## src/rtl/uart_threshold_bank.sv

```systemverilog
`timescale 1ns/1ps
`default_nettype none
// ============================================================================
// Module   : uart_threshold_bank
// Brief    : UART byte-command front end for a bank of saturating thresholds
//            (select / increment / decrement / read-back, LSB-first replies).
// Options  : UART_CMD_ECHO_EN - echo every accepted command byte before acting
// Revision : 1.0 - initial release
// ============================================================================
module uart_threshold_bank #(
    parameter int NUM_CH    = 7,
    parameter int TH_WIDTH  = 16,
    parameter int TH_SIGNED = 1,
    // ch0 is special; ch1.. alternate odd/even patterns (LSB channel first)
    parameter logic [NUM_CH*TH_WIDTH-1:0] CH_MIN =
        (NUM_CH*TH_WIDTH)'({{(NUM_CH/2+1){TH_WIDTH'(-12), TH_WIDTH'(32)}}, TH_WIDTH'(50)}),
    parameter logic [NUM_CH*TH_WIDTH-1:0] CH_MAX =
        (NUM_CH*TH_WIDTH)'({{(NUM_CH/2+1){TH_WIDTH'(27), TH_WIDTH'(50)}}, TH_WIDTH'(5000)}),
    parameter logic [NUM_CH*TH_WIDTH-1:0] CH_STEP =
        (NUM_CH*TH_WIDTH)'({{(NUM_CH/2+1){TH_WIDTH'(1), TH_WIDTH'(1)}}, TH_WIDTH'(50)}),
    parameter logic [NUM_CH*TH_WIDTH-1:0] CH_DEFAULT =
        (NUM_CH*TH_WIDTH)'({{(NUM_CH/2+1){TH_WIDTH'(16), TH_WIDTH'(35)}}, TH_WIDTH'(2550)})
) (
    input  logic                         clk,
    input  logic                         rst,
    input  logic [7:0]                   rx_data,
    input  logic                         rx_valid,
    input  logic                         tx_idle,
    output logic [7:0]                   tx_data,
    output logic                         tx_start,
    output logic [NUM_CH*TH_WIDTH-1:0]   th_flat,
    output logic [4:0]                   sel,
    output logic                         busy,
    output logic                         cmd_drop
);

    localparam logic [7:0] c_CMD_INC  = 8'h77;
    localparam logic [7:0] c_CMD_DEC  = 8'h73;
    localparam logic [7:0] c_CMD_READ = 8'h3F;
    localparam logic [7:0] c_CMD_SEL0 = 8'h41;
    localparam logic [7:0] c_SEL_END  = 8'(8'h41 + NUM_CH);
    localparam logic [1:0] c_LAST_K   = 2'(TH_WIDTH/8 - 1);
    localparam logic       c_SIGNED   = (TH_SIGNED != 0);

    typedef enum logic [2:0] {
        ST_IDLE    = 3'd0,
        ST_ECHO    = 3'd1,
        ST_ADJUST  = 3'd2,
        ST_TX_BYTE = 3'd3,
        ST_TX_GAP  = 3'd4
    } state_t;

    state_t                r_state;
    state_t                w_state_nx;
    logic [7:0]            r_cmd;
    logic [4:0]            r_sel;
    logic [1:0]            r_k;
    logic [1:0]            w_k_nx;
    logic [TH_WIDTH-1:0]   r_snap;
    logic                  r_tx_start;
    logic [7:0]            r_tx_data;
    logic                  r_cmd_drop;

    logic                  w_rx_cmd;
    logic                  w_is_inc;
    logic                  w_is_dec;
    logic                  w_is_read;
    logic [4:0]            w_cmd_idx;
    logic [7:0]            w_byte;

    logic                  w_latch;
    logic                  w_advance;
    logic                  w_fire;
    logic [7:0]            w_fire_data;
    logic                  w_sel_we;
    logic                  w_adj_we;
    logic                  w_snap_we;
    logic                  w_snap_from_adj;

    logic [TH_WIDTH-1:0]   w_cur_t  [NUM_CH];
    logic [TH_WIDTH-1:0]   w_min_t  [NUM_CH];
    logic [TH_WIDTH-1:0]   w_max_t  [NUM_CH];
    logic [TH_WIDTH-1:0]   w_step_t [NUM_CH];
    logic [TH_WIDTH-1:0]   w_cur;
    logic [TH_WIDTH-1:0]   w_min;
    logic [TH_WIDTH-1:0]   w_max;
    logic [TH_WIDTH-1:0]   w_step;

    logic [TH_WIDTH:0]     w_cur_x;
    logic [TH_WIDTH:0]     w_min_x;
    logic [TH_WIDTH:0]     w_max_x;
    logic [TH_WIDTH:0]     w_step_x;
    logic [TH_WIDTH:0]     w_sum;
    logic [TH_WIDTH:0]     w_dif;
    logic                  w_over;
    logic                  w_under;
    logic [TH_WIDTH-1:0]   w_adj_val;

    assign w_rx_cmd  = (rx_data == c_CMD_INC) || (rx_data == c_CMD_DEC) ||
                       (rx_data == c_CMD_READ) ||
                       ((rx_data >= c_CMD_SEL0) && (rx_data < c_SEL_END));
    assign w_is_inc  = (r_cmd == c_CMD_INC);
    assign w_is_dec  = (r_cmd == c_CMD_DEC);
    assign w_is_read = (r_cmd == c_CMD_READ);
    assign w_cmd_idx = 5'(r_cmd - c_CMD_SEL0);
    assign w_byte    = 8'(r_snap >> {r_k, 3'b000});

    // Per-channel storage; the selected channel is exposed as masked terms
    for (genvar i = 0; i < NUM_CH; i++) begin : g_ch
        localparam logic [TH_WIDTH-1:0] c_MIN  = CH_MIN    [i*TH_WIDTH +: TH_WIDTH];
        localparam logic [TH_WIDTH-1:0] c_MAX  = CH_MAX    [i*TH_WIDTH +: TH_WIDTH];
        localparam logic [TH_WIDTH-1:0] c_STEP = CH_STEP   [i*TH_WIDTH +: TH_WIDTH];
        localparam logic [TH_WIDTH-1:0] c_DEF  = CH_DEFAULT[i*TH_WIDTH +: TH_WIDTH];

        logic [TH_WIDTH-1:0] r_val;
        logic                w_hit;

        assign w_hit = (r_sel == 5'(i));

        always_ff @(posedge clk) begin
            if (rst) begin
                r_val <= c_DEF;
            end else if (w_adj_we && w_hit) begin
                r_val <= w_adj_val;
            end
        end

        assign th_flat[i*TH_WIDTH +: TH_WIDTH] = r_val;
        assign w_cur_t[i]  = w_hit ? r_val  : '0;
        assign w_min_t[i]  = w_hit ? c_MIN  : '0;
        assign w_max_t[i]  = w_hit ? c_MAX  : '0;
        assign w_step_t[i] = w_hit ? c_STEP : '0;
    end

    always_comb begin
        w_cur  = '0;
        w_min  = '0;
        w_max  = '0;
        w_step = '0;
        for (int i = 0; i < NUM_CH; i++) begin
            w_cur  = w_cur  | w_cur_t[i];
            w_min  = w_min  | w_min_t[i];
            w_max  = w_max  | w_max_t[i];
            w_step = w_step | w_step_t[i];
        end
    end

    // One extra bit keeps the sum/difference from wrapping before the clamp
    assign w_cur_x  = {c_SIGNED & w_cur[TH_WIDTH-1],  w_cur};
    assign w_min_x  = {c_SIGNED & w_min[TH_WIDTH-1],  w_min};
    assign w_max_x  = {c_SIGNED & w_max[TH_WIDTH-1],  w_max};
    assign w_step_x = {c_SIGNED & w_step[TH_WIDTH-1], w_step};
    assign w_sum    = w_cur_x + w_step_x;
    assign w_dif    = w_cur_x - w_step_x;
    // Unsigned sums can reach 2^TH_WIDTH, so only the difference is read as signed there
    assign w_over   = c_SIGNED ? ($signed(w_sum) > $signed(w_max_x)) : (w_sum > w_max_x);
    assign w_under  = $signed(w_dif) < $signed(w_min_x);
    assign w_adj_val = w_is_inc ? (w_over  ? w_max : w_sum[TH_WIDTH-1:0])
                                : (w_under ? w_min : w_dif[TH_WIDTH-1:0]);

    always_comb begin
        w_state_nx      = r_state;
        w_k_nx          = r_k;
        w_latch         = 1'b0;
        w_advance       = 1'b0;
        w_fire          = 1'b0;
        w_fire_data     = 8'h00;
        w_sel_we        = 1'b0;
        w_adj_we        = 1'b0;
        w_snap_we       = 1'b0;
        w_snap_from_adj = 1'b0;
        case (r_state)
            ST_IDLE: begin
                if (rx_valid && w_rx_cmd) begin
                    w_latch    = 1'b1;
                    w_state_nx = ST_ECHO;
                end
            end
            ST_ECHO: begin
`ifdef UART_CMD_ECHO_EN
                w_advance   = tx_idle && !r_tx_start;
                w_fire      = w_advance;
                w_fire_data = r_cmd;
`else
                w_advance   = 1'b1;
`endif
                if (w_advance) begin
                    if (w_is_inc || w_is_dec) begin
                        w_state_nx = ST_ADJUST;
                    end else if (w_is_read) begin
                        w_state_nx = ST_TX_BYTE;
                        w_k_nx     = 2'd0;
                        w_snap_we  = 1'b1;
                    end else begin
                        w_sel_we   = 1'b1;
                        w_state_nx = ST_IDLE;
                    end
                end
            end
            ST_ADJUST: begin
                w_adj_we        = 1'b1;
                w_snap_we       = 1'b1;
                w_snap_from_adj = 1'b1;
                w_k_nx          = 2'd0;
                w_state_nx      = ST_TX_BYTE;
            end
            ST_TX_BYTE: begin
                // r_tx_start guard keeps a gap after an echo issued the cycle before
                if (tx_idle && !r_tx_start) begin
                    w_fire      = 1'b1;
                    w_fire_data = w_byte;
                    w_state_nx  = ST_TX_GAP;
                end
            end
            ST_TX_GAP: begin
                if (r_k < c_LAST_K) begin
                    w_k_nx     = r_k + 2'd1;
                    w_state_nx = ST_TX_BYTE;
                end else begin
                    w_k_nx     = 2'd0;
                    w_state_nx = ST_IDLE;
                end
            end
            default: begin
                w_k_nx     = 2'd0;
                w_state_nx = ST_IDLE;
            end
        endcase
    end

    always_ff @(posedge clk) begin
        if (rst) begin
            r_state    <= ST_IDLE;
            r_cmd      <= 8'h00;
            r_sel      <= 5'd0;
            r_k        <= 2'd0;
            r_snap     <= '0;
            r_tx_start <= 1'b0;
            r_tx_data  <= 8'h00;
            r_cmd_drop <= 1'b0;
        end else begin
            r_state    <= w_state_nx;
            r_k        <= w_k_nx;
            r_tx_start <= w_fire;
            r_tx_data  <= w_fire ? w_fire_data : 8'h00;
            r_cmd_drop <= rx_valid && (r_state != ST_IDLE);
            if (w_latch) begin
                r_cmd <= rx_data;
            end
            if (w_sel_we) begin
                r_sel <= w_cmd_idx;
            end
            if (w_snap_we) begin
                r_snap <= w_snap_from_adj ? w_adj_val : w_cur;
            end
        end
    end

    assign tx_data  = r_tx_data;
    assign tx_start = r_tx_start;
    assign sel      = r_sel;
    assign busy     = (r_state != ST_IDLE);
    assign cmd_drop = r_cmd_drop;

endmodule
`default_nettype wire

```

## config.mk

```make
export PLATFORM = sky130hd
export DESIGN_NAME = uart_threshold_bank
export DESIGN_NICKNAME = d
export VERILOG_FILES = /design/src/rtl/uart_threshold_bank.sv
export SDC_FILE = /design/constraint.sdc
export NUM_CORES = 1
export LEC_CHECK = 0
export ABC_AREA = 0
export CAP_MARGIN = 20
export CORE_UTILIZATION = 45
export DETAILED_ROUTE_END_ITERATION = 10
export PLACE_DENSITY = 0.67
export SLEW_MARGIN = 25
export SYNTH_ARGS = -nofsm -noshare
export SYNTH_HDL_FRONTEND = slang
export SYNTH_SLANG_ARGS = --single-unit
```

## constraint.sdc

```tcl
create_clock -name clk -period 7.3 [get_ports clk]
set_input_delay 1.46 -clock clk [delete_from_list [all_inputs] [get_ports clk]]
set_output_delay 1.46 -clock clk [all_outputs]
set_load 0.005 [all_outputs]
```

==> impl_metrics.toml, run 1 <==
[clock_network]
cts-buffers-inserted = 17
clkSlewWorstSetupHoldPaths_ns = 0.08
worst_skew_pair.late_latency_ns = 0.44
cts_setup_buffers = 0
number_of_buffers_on_the_longest_clock_path = 2
cts_max_level = 4
cts_tree = "done"
clock-root-buffer = "sky130_fd_sc_hd__clkbuf_16"
cts.sinks = 156

[logic_synthesis]
synthAdderAreaFrac = 0.0529
top_reg_cell_synth = "sky130_fd_sc_hd__dfxtp_1"
postSynthNetCount = 1102
synth_area_um2 = 8810
number_of_warnings_issued_by_yosys = 0
ys_ff_latch = 156
synth-edff-count = 0
netlist_instances = 1054
async_reset_ff_frac = 0
post_synth_xor_area_fraction = 0.0308
seq_area_frac_synth = 0.355
muxShareOfSynthArea = 0.0418
synth_compound_gate_area_share = 0.280
post_synth_and_or_nand_nor_area_fraction = 0.191
post_synth.cell_area_avg_um2 = 8.35
synth_top_family_by_area = "compound AO/OA/AOI/OAI gates"
post_synth_num_cell_types = 79

[drt]
routed.top_layer = "met4"
route.vias.total = 9435
wl_um = 35200
drt.antenna.violating_nets = 0
wl_per_cell_um = 24.5
first_pass_iters = 8
drc_violation_count_after_routing = 0
drt-initial-drc-count = 1403
wl_met2_um = 14900
met1_length_um = 14500
detail_route.vias_per_cell = 6.56
dr_wl_met3_um = 4140

[cells_and_area]
nNetsFinal = 1213
layout.cells.most_common = "sky130_fd_sc_hd__dfxtp_1"
synthesis_to_finish_area_growth_pct = 25.3
diodes = 0
post_route_cells_drive_above_1_share = 0.0934
fillerInstances = 1655
total_area_of_multi_input_combinational_cells_um2 = 5290
final_cell_mix = "156 x sky130_fd_sc_hd__dfxtp_1, 138 x sky130_fd_sc_hd__clkdlybuf4s50_1, 100 x sky130_fd_sc_hd__nor2_1, 84 x sky130_fd_sc_hd__a21oi_1, 83 x sky130_fd_sc_hd__nand2_1"
regArea_um2 = 3120

[die]
std_cell_rows = 50
die_h_um = 142
die_w_um = 142
num_io_pins = 140
start_util = 0.465
die-area_um2 = 20100
core_area_um2 = 19000

[worst_setup_path]
crit_slowest_cell = "sky130_fd_sc_hd__o41ai_1"
start_kind = "flop"
critical_path.max_stage_delay_ns = 0.67
crit_chain = "nor3_4 -> inv_2 -> nor3_4 -> buf_4 -> a22oi_1 -> and3_1 -> ha_1 -> inv_1 -> fa_1 -> o41ai_1 -> nand4_1 -> nor2_1 -> xnor2_1 -> ha_1 -> a21o_1 -> a21o_1 -> a21oi_1 -> o2111ai_1 -> a22o_1 -> or3_1 -> nor2_2 -> a31o_2 -> a31oi_2 -> a211oi_1"
worst_setup_path_startpoint = "sel[4]"
worstRegToRegCells = 24
worst-path-buf-inv = 3
capturing_point_of_the_worst_reg2reg_path = "g_ch[2].r_val[13]"
r2r-start = "sel[4]"
worst_ep_arrival_time_ns = 7.18
cpLargestDelayFamily = "compound AO/OA/AOI/OAI gates"
criticalPathCategory = "flop to flop"
regToRegSetupSlack_ns = 0.45
cp_data_required_time_ns = 7.64
critical_path_peak_fanout = 11
cp_endpoint_kind = "flop"

[sta]
fin_skew_ns = 0.0140
worst_hold_slack_ns = 0.482
layout_min_cycle_time_ns = 6.85
final_min_period_over_clock_period = 0.938
final.setup.tns_ns = 0
drv_slew = 0
headroom_to_the_max_slew_limit = 0.307
fmaxAchievable_ghz = 0.146
worst-slew-pin-transition_ns = 1.04
timing.final.setup_violations = 0
grt_setup_unrepaired = "no"
final_hold_viol_count = 0

[flow_run]
drv.max_cap_violation_count = 0

[run_status]
run_status = "complete, no violations"

[power]
power.density_cell_area_nw_per_um2 = 195
peak_vdd_ir_mv = 0.177
total_leakage_power_nw = 3.97

[min_path]
worstHoldPathType = "flop to flop"
worstHoldStart = "r_cmd[7]"
whs_path_depth = 1
min_delay_worst_endpoint = "r_cmd[7]"

[global_route]
track_usage = 0.352
via_count_of_the_first_global_routing_pass = 8607
global_route.overflow_total = 0
number_of_antenna_violations_at_the_first_check_in_global_routing = 0
grt_start_max_net_pins = 67
grt_pass1_wl_um = 53000

[placed_design]
globalplace.congestion = 1.00
dp_hpwl_um = 25400
port_buffers = 139
==> final cells by class <==
type,count,share of cell area
Clock buffer,18,0.0398
Clock inverter,14,0.0135
Inverter,21,0.00714
Multi-Input combinational cell,797,0.479
Sequential cell,156,0.283
Tap cell,260,0.0295
Timing Repair Buffer,172,0.148
==> synthesized netlist by cell type, types with 21 or more instances <==
library cell	n	area, µm²
sky130_fd_sc_hd__nand2_1	83	312
sky130_fd_sc_hd__o21ai_0	71	355
sky130_fd_sc_hd__xnor2_1	21	184
sky130_fd_sc_hd__a31oi_1	31	194
sky130_fd_sc_hd__dfxtp_1	156	3120
sky130_fd_sc_hd__a22oi_1	25	188
sky130_fd_sc_hd__mux2i_1	21	210
sky130_fd_sc_hd__nor3_1	34	170
sky130_fd_sc_hd__and3_1	22	138
sky130_fd_sc_hd__clkbuf_1	54	203
sky130_fd_sc_hd__ha_1	34	425
sky130_fd_sc_hd__a21oi_1	84	420
sky130_fd_sc_hd__nand3_1	23	115
sky130_fd_sc_hd__nor2_1	104	390
==> worst register-to-register path, stage by stage, from the launching register on <==
cell                        delay [ns]
sky130_fd_sc_hd__dfxtp_1          0.58
sky130_fd_sc_hd__nor3_4           0.17
sky130_fd_sc_hd__inv_2            0.25
sky130_fd_sc_hd__nor3_4           0.11
sky130_fd_sc_hd__buf_4            0.20
sky130_fd_sc_hd__a22oi_1          0.22
sky130_fd_sc_hd__and3_1           0.29
sky130_fd_sc_hd__ha_1             0.21
sky130_fd_sc_hd__inv_1            0.06
sky130_fd_sc_hd__fa_1             0.44
sky130_fd_sc_hd__o41ai_1          0.67
sky130_fd_sc_hd__nand4_1          0.30
sky130_fd_sc_hd__nor2_1           0.20
sky130_fd_sc_hd__xnor2_1          0.21
sky130_fd_sc_hd__ha_1             0.32
sky130_fd_sc_hd__a21o_1           0.16
sky130_fd_sc_hd__a21o_1           0.17
sky130_fd_sc_hd__a21oi_1          0.16
sky130_fd_sc_hd__o2111ai_1        0.13
sky130_fd_sc_hd__a22o_1           0.29
sky130_fd_sc_hd__or3_1            0.43
sky130_fd_sc_hd__nor2_2           0.51
sky130_fd_sc_hd__a31o_2           0.23
sky130_fd_sc_hd__a31oi_2          0.12
sky130_fd_sc_hd__a211oi_1         0.31
==> metrics by stage <==
stage / instances / worst slack [ns] / cell area (µm²) / util / power [mW]
after detailed placement: 1406 / 0.327 / 10400 / 0.550 / 1.25
after global placement: 1406 / 0.566 / 10400 / 0.550 / 1.25
after floorplan: 1054 / 1.50 / 8810 / - / 1.14
after CTS: 1438 / 0.275 / 11000 / 0.581 / 2.13
final: 1438 / 0.453 / 11000 / 0.582 / 2.15
after global routing: 1438 / 0.0904 / 11000 / 0.582 / 2.20
==> how the worst max path moves through the flow <==
stage / cells past startpoint / slack [ns] / end
6_report: 24 / 0.45 / g_ch[2].r_val[13]
2_1_floorplan: 24 / 1.50 / g_ch[1].r_val[11]
5_1_grt: 24 / 0.09 / g_ch[6].r_val[14]
3_5_place_dp: 23 / 0.33 / g_ch[1].r_val[13]
4_1_cts: 23 / 0.28 / g_ch[1].r_val[13]
3_3_place_gp: 23 / 0.57 / g_ch[6].r_val[13]
==> routing by layer <==
metal,global-route usage,up-vias
met1,0.484,4433
met2,0.515,697
met5,0,-
met4,0.170,0
met3,0.0861,117
li1,-,4188
==> kinds of logic after synthesis <==
| kind of cell | Yosys count |
|---|---|
| buffers and inverters | 101 |
| and+or+nand+nor | 342 |
| DFF | 156 |
| muxes | 30 |
| AOI/OAI and AO/OA | 358 |
| xor gates and xnor gates | 31 |
| adders and majority gates | 36 |
==> state kept, by name, indices dropped and copies added (netlist names) <==
signal      cells
tx_data         8
g_ch.r_val    112
r_k             2
r_cmd           8
cmd_drop        1
tx_start        1
r_snap         16
r_state         3
sel             5
==> power by group <==
part / internal, mW / switching (mW) / total, mW
combinational: 0.120 / 0.284 / 0.403
clock: 0.465 / 0.427 / 0.892
sequential: 0.851 / 0.00223 / 0.854
==> timing repair <==
action / 4_1_cts / 5_1_grt
gates resized for setup: 0 / 4
endpoints found under the setup margin: 0 / 56
hold buffers: 0 / 0
Note: power is estimated with default switching activity, not from simulation.
==> inputs of run 2 (changes only) <==
--- a/config.mk
+++ b/config.mk
@@ -7,9 +7,9 @@
 export LEC_CHECK = 0
 export ABC_AREA = 0
 export CAP_MARGIN = 20
-export CORE_UTILIZATION = 45
+export CORE_UTILIZATION = 55
 export DETAILED_ROUTE_END_ITERATION = 10
-export PLACE_DENSITY = 0.67
+export PLACE_DENSITY = 0.8
 export SLEW_MARGIN = 25
 export SYNTH_ARGS = -nofsm -noshare
 export SYNTH_HDL_FRONTEND = slang
==> impl_metrics.toml, run 2 (same netlist as run 1, synthesis figures left out) <==
[drt]
wl_um = 34800
drc_violation_count_after_routing = 0
route.vias.total = 9573
drt.antenna.violating_nets = 0
wl_per_cell_um = 25.0
detail_route.vias_per_cell = 6.87
drt-initial-drc-count = 1470
first_pass_iters = 7

[die]
die-area_um2 = 16500
die_w_um = 129
start_util = 0.571
core_area_um2 = 15400
die_h_um = 129
num_io_pins = 140
std_cell_rows = 45

[clock_network]
number_of_buffers_on_the_longest_clock_path = 2
cts_max_level = 4
clock-root-buffer = "sky130_fd_sc_hd__clkbuf_16"
cts_tree = "done"
worst_skew_pair.late_latency_ns = 0.43
clkSlewWorstSetupHoldPaths_ns = 0.07
cts.sinks = 156
post_cts_hold_buffer_count = 0
cts-buffers-inserted = 17

[sta]
final_hold_viol_count = 0
drv_slew = 0
fmaxAchievable_ghz = 0.146
grt_setup_unrepaired = "no"
layout_min_cycle_time_ns = 6.84
worst-slew-pin-transition_ns = 1.09
headroom_to_the_max_slew_limit = 0.270
final_min_period_over_clock_period = 0.937
timing.final.setup_violations = 0
fin_skew_ns = 0.00954
setup_ws_ns = 0.463
final.setup.tns_ns = 0

[placed_design]
place_area_um2 = 10400
dp_hpwl_um = 25000
globalplace.congestion = 0.976
placement.setup.worst_slack_ns = 0.445
placedCellCount = 1362
port_buffers = 139

[power]
power_mw = 2.24
total_leakage_power_nw = 4.02
p_int_mw = 1.54
netSwitchingFraction = 0.313
peak_vdd_ir_mv = 0.192
power_frac_comb = 0.186
share_clk_of_total_power = 0.432
power_switching_uw = 700
power.density_cell_area_nw_per_um2 = 202
power.sequential.fraction = 0.382

[worst_setup_path]
critical_path_peak_fanout = 13
cp_endpoint_kind = "flop"
criticalPathCategory = "flop to flop"
cp_data_required_time_ns = 7.59
worst_ep_arrival_time_ns = 7.13
start_kind = "flop"

[global_route]
track_usage = 0.426
grt_start_max_net_pins = 79
number_of_antenna_violations_at_the_first_check_in_global_routing = 0
global_route.overflow_total = 0
grt_pass1_wl_um = 52600
via_count_of_the_first_global_routing_pass = 8975

[cells_and_area]
top_registers = "g_ch.r_val (112), r_snap (16)"
final_cell_mix = "156 x sky130_fd_sc_hd__dfxtp_1, 138 x sky130_fd_sc_hd__clkdlybuf4s50_1, 102 x sky130_fd_sc_hd__nor2_1, 84 x sky130_fd_sc_hd__a21oi_1, 83 x sky130_fd_sc_hd__nand2_1"
largest-register = "g_ch.r_val"
diodes = 0
regArea_um2 = 3120
post-route-cell-area_um2 = 11100
total_area_of_multi_input_combinational_cells_um2 = 5300
nNetsFinal = 1218
largest_reg_flops = 112
layout.cells.most_common = "sky130_fd_sc_hd__dfxtp_1"
post_route_cells_drive_above_1_share = 0.0964
stdcell_count = 1394
fillerInstances = 1258
synthesis_to_finish_area_growth_pct = 25.6

[flow_run]
drv.max_cap_violation_count = 0

[min_path]
worstHoldPathType = "flop to flop"

[run_status]
run_status = "complete, no violations"
run 2: cell types whose count changed in the layout (fill, tap and decap cells not counted):
cell and change:
sky130_fd_sc_hd__a211oi_1 -2, sky130_fd_sc_hd__a211oi_2 +2, sky130_fd_sc_hd__buf_4 +5, sky130_fd_sc_hd__bufinv_16 +3
sky130_fd_sc_hd__clkbuf_1 +1, sky130_fd_sc_hd__clkbuf_8 -1, sky130_fd_sc_hd__clkinv_8 -2, sky130_fd_sc_hd__clkinvlp_4 -1
sky130_fd_sc_hd__nor2_1 +2, sky130_fd_sc_hd__nor2_2 -2, sky130_fd_sc_hd__nor3_2 -1, sky130_fd_sc_hd__nor3_4 +1
run 2: worst max-delay path, stage by stage, from the launching register on:
cell and delay [ns]:
sky130_fd_sc_hd__dfxtp_1 0.76, sky130_fd_sc_hd__or3_1 0.34, sky130_fd_sc_hd__nor3_2 0.13, sky130_fd_sc_hd__buf_4 0.20
sky130_fd_sc_hd__a222oi_1 0.42, sky130_fd_sc_hd__nand3_1 0.33, sky130_fd_sc_hd__ha_1 0.34, sky130_fd_sc_hd__a2111oi_1 0.38
sky130_fd_sc_hd__buf_4 0.21, sky130_fd_sc_hd__nand4_1 0.21, sky130_fd_sc_hd__or4_1 0.61, sky130_fd_sc_hd__and2_1 0.18
sky130_fd_sc_hd__ha_1 0.29, sky130_fd_sc_hd__nand4_1 0.12, sky130_fd_sc_hd__nor2_1 0.15, sky130_fd_sc_hd__and4_1 0.23
sky130_fd_sc_hd__o211ai_1 0.09, sky130_fd_sc_hd__a31oi_1 0.27, sky130_fd_sc_hd__or3_1 0.28, sky130_fd_sc_hd__nor2_2 0.17
sky130_fd_sc_hd__a31o_2 0.29, sky130_fd_sc_hd__a31oi_2 0.52, sky130_fd_sc_hd__a21oi_1 0.17
run 2: routing by layer:
layer	wire (µm)	track usage	vias up
met3	4610	0.103	125
met1	13600	0.578	4471
met4	1830	0.229	0
met2	14800	0.624	782
met5	0	0	-
li1	-	-	4195
run 2: through the flow:
step	util	hold WS, ns
2_1_floorplan	-	0.443
3_3_place_gp	0.675	0.460
3_5_place_dp	0.675	0.463
4_1_cts	0.716	0.480
5_1_grt	0.717	0.489
6_report	0.717	0.484
run 2: power groups by stage:
stage               clock, mW  combinational [mW]  sequential, mW
global placement            0               0.390           0.874
detailed placement          0               0.394           0.874
floorplan                   0               0.266           0.872
finish                  0.966               0.417           0.855
CTS                     0.956               0.397           0.854
global route            0.998               0.439           0.854
run 2: area by class of cell:
| cell class | count | share of cell area |
|---|---|---|
| clock buffers | 18 | 0.0388 |
| clock inverters | 14 | 0.0180 |
| inverters | 21 | 0.00713 |
| multi-input cells | 797 | 0.479 |
| flip-flops and latches | 156 | 0.282 |
| well taps | 211 | 0.0239 |
| repair buffers | 177 | 0.151 |
run 2: repair_timing:
item	in CTS	in global routing
resized for setup	0	3
setup endpoints to repair	0	36
buffers inserted	0	0
run 2: path summary, 6_finish.rpt:
| path | startpoint | endpoint | slack [ns] | depth (start not counted) |
|---|---|---|---|---|
| worst max-delay path | sel[2] | g_ch[4].r_val[13] | 0.46 | 22 |
| worst min-delay path | r_cmd[7] | r_cmd[7] | 0.48 | 1 |
| worst max register to register | sel[2] | g_ch[4].r_val[13] | 0.46 | 22 |
| worst min register to register | r_cmd[7] | r_cmd[7] | 0.48 | 1 |
==> inputs of run 3 (changes only) <==
--- a/config.mk
+++ b/config.mk
@@ -7,9 +7,10 @@
 export LEC_CHECK = 0
 export ABC_AREA = 0
 export CAP_MARGIN = 20
-export CORE_UTILIZATION = 55
+export CORE_UTILIZATION = 57
 export DETAILED_ROUTE_END_ITERATION = 10
-export PLACE_DENSITY = 0.8
+export DONT_BUFFER_PORTS = 1
+export PLACE_DENSITY = 0.7
 export SLEW_MARGIN = 25
 export SYNTH_ARGS = -nofsm -noshare
 export SYNTH_HDL_FRONTEND = slang
==> impl_metrics.toml, run 3 (same netlist as run 1, synthesis figures left out) <==
[cells_and_area]
nNetsFinal = 1074
final_cell_mix = "156 x sky130_fd_sc_hd__dfxtp_1, 103 x sky130_fd_sc_hd__nor2_1, 84 x sky130_fd_sc_hd__a21oi_1, 83 x sky130_fd_sc_hd__nand2_1, 71 x sky130_fd_sc_hd__o21ai_0"
fillerInstances = 1303
layout.cells.most_common = "sky130_fd_sc_hd__dfxtp_1"
post_route_cells_drive_above_1_share = 0.0992
largest_reg_flops = 112
diodes = 0
total_area_of_multi_input_combinational_cells_um2 = 5270
largest-register = "g_ch.r_val"
regArea_um2 = 3120
top_registers = "g_ch.r_val (112), r_snap (16)"
synthesis_to_finish_area_growth_pct = 8.28

[placed_design]
port_buffers = 0
dp_hpwl_um = 22800
globalplace.congestion = 1.05
placement.setup.worst_slack_ns = 0.645

[power]
power.density_cell_area_nw_per_um2 = 223
peak_vdd_ir_mv = 0.202
netSwitchingFraction = 0.303
share_clk_of_total_power = 0.420
power_switching_uw = 643
p_int_mw = 1.48
power_frac_comb = 0.177
power.sequential.fraction = 0.402
total_leakage_power_nw = 3.47

[global_route]
number_of_antenna_violations_at_the_first_check_in_global_routing = 0
track_usage = 0.403
grt_pass1_wl_um = 48700
via_count_of_the_first_global_routing_pass = 8016
global_route.overflow_total = 0
grt_start_max_net_pins = 96

[die]
die-area_um2 = 16000
std_cell_rows = 45
core_area_um2 = 15100
die_h_um = 126
num_io_pins = 140
die_w_um = 126
start_util = 0.581

[worst_setup_path]
critical_path_peak_fanout = 13
worst_setup_path_startpoint = "sel[1]"
crit_slowest_cell = "sky130_fd_sc_hd__nor2_1"
cp_endpoint_kind = "flop"
regToRegSetupSlack_ns = 0.44
worst-path-buf-inv = 2
worst_ep_arrival_time_ns = 7.12
cp_data_required_time_ns = 7.56
crit_path_frequent_cell = "sky130_fd_sc_hd__a21o_1"
critical_path_depth = 22
crit_chain = "buf_4 -> nor3b_1 -> and2_1 -> a222oi_1 -> and3_1 -> ha_1 -> inv_1 -> fa_1 -> o41ai_1 -> nand4_1 -> nor3_1 -> xnor2_1 -> ha_1 -> a21o_1 -> a21o_1 -> a21oi_1 -> o2111ai_1 -> a22o_1 -> or2_2 -> a21o_1 -> nor2_1 -> a221oi_1"
critical_path.max_stage_delay_ns = 0.61
worstRegToRegCells = 22
cpLargestDelayFamily = "simple AND/OR/NAND/NOR gates"
criticalPathCategory = "flop to flop"
r2r-start = "sel[1]"
start_kind = "flop"
capturing_point_of_the_worst_reg2reg_path = "g_ch[0].r_val[1]"

[sta]
final_hold_viol_count = 0
fmaxAchievable_ghz = 0.146
headroom_to_the_max_slew_limit = 0.314
drv_slew = 0
final.setup.tns_ns = 0
fin_skew_ns = 0.00805
layout_min_cycle_time_ns = 6.86
worst-slew-pin-transition_ns = 1.00
grt_setup_unrepaired = "no"
timing.final.setup_violations = 0
final_min_period_over_clock_period = 0.940
setup_ws_ns = 0.437

[clock_network]
cts_max_level = 4
cts-buffers-inserted = 17
worst_skew_pair.late_latency_ns = 0.43
number_of_buffers_on_the_longest_clock_path = 2
cts_tree = "done"
post_cts_hold_buffer_count = 0
cts_resized = 0
cts.sinks = 156
cts_setup_buffers = 0
clkSlewWorstSetupHoldPaths_ns = 0.06
clock-root-buffer = "sky130_fd_sc_hd__clkbuf_16"

[drt]
drt.antenna.violating_nets = 0
wl_per_cell_um = 26.1
first_pass_iters = 6
drt-initial-drc-count = 1225
route.vias.total = 8832
detail_route.vias_per_cell = 7.20
drc_violation_count_after_routing = 0
wl_um = 32100

[min_path]
whs_path_depth = 2
min_delay_worst_endpoint = "r_k[1]"
worstHoldStart = "r_k[1]"
worstHoldPathType = "flop to flop"

[run_status]
run_status = "complete, no violations"

[flow_run]
drv.max_cap_violation_count = 0
-- run 3: changes by cell type in the layout (fill, tap and decap cells not counted), moves of 2 or more --
| cell | previous run | this run |
|---|---|---|
| sky130_fd_sc_hd__clkdlybuf4s50_1 | 138 | 0 |
| sky130_fd_sc_hd__buf_4 | 38 | 33 |
| sky130_fd_sc_hd__a211oi_1 | 17 | 19 |
| sky130_fd_sc_hd__a211oi_2 | 2 | 0 |
| sky130_fd_sc_hd__clkinv_4 | 1 | 3 |
| sky130_fd_sc_hd__inv_6 | 4 | 2 |
| sky130_fd_sc_hd__inv_8 | 3 | 1 |
| sky130_fd_sc_hd__nor3_4 | 3 | 1 |
-- run 3: worst min-delay path, stage by stage (launching register included) --
cell and delay [ns]:
sky130_fd_sc_hd__dfxtp_1 0.31, sky130_fd_sc_hd__nand3b_1 0.07, sky130_fd_sc_hd__a21oi_1 0.06
-- run 3: per-stage QoR --
stage	hold WS, ns	area (µm²)	utilization	power, mW	cells
detailed placement	0.471	8950	0.591	1.23	1195
global placement	0.465	8950	0.591	1.23	1195
global route	0.507	9540	0.630	2.18	1226
CTS	0.485	9530	0.629	2.11	1226
finish	0.483	9540	0.630	2.12	1226
floorplan	0.443	8810	-	1.14	1054
-- run 3: how the worst max path moves through the flow --
| stage | slack (ns) | endpoint |
|---|---|---|
| finish | 0.44 | g_ch[0].r_val[1] |
| global route | 0.09 | g_ch[0].r_val[1] |
| CTS | 0.62 | g_ch[0].r_val[1] |
| detailed placement | 0.65 | g_ch[0].r_val[1] |
| global placement | 0.69 | g_ch[0].r_val[1] |
| floorplan | 1.50 | g_ch[1].r_val[11] |
-- run 3: area by class of cell --
cell class              count  share of cell area
clock buffers              20              0.0468
clock inverters            11              0.0142
inverters                  21             0.00827
multi-input cells         797               0.553
flip-flops and latches    156               0.328
well taps                 188              0.0247
repair buffers             33              0.0260
-- run 3: per-layer routing --
layer | vias up | global-route usage | share of wire
met5 | - | 0 | 0
met4 | 0 | 0.223 | 0.060
met3 | 142 | 0.148 | 0.14
met2 | 699 | 0.591 | 0.42
met1 | 4091 | 0.513 | 0.38
li1 | 3900 | - | -
-- run 3: power groups by stage --
stage	Sequential, mW	Clock [mW]	Combinational (mW)
CTS	0.854	0.893	0.361
global placement	0.874	0	0.355
detailed placement	0.874	0	0.359
finish	0.854	0.893	0.376
global route	0.854	0.933	0.395
floorplan	0.872	0	0.266
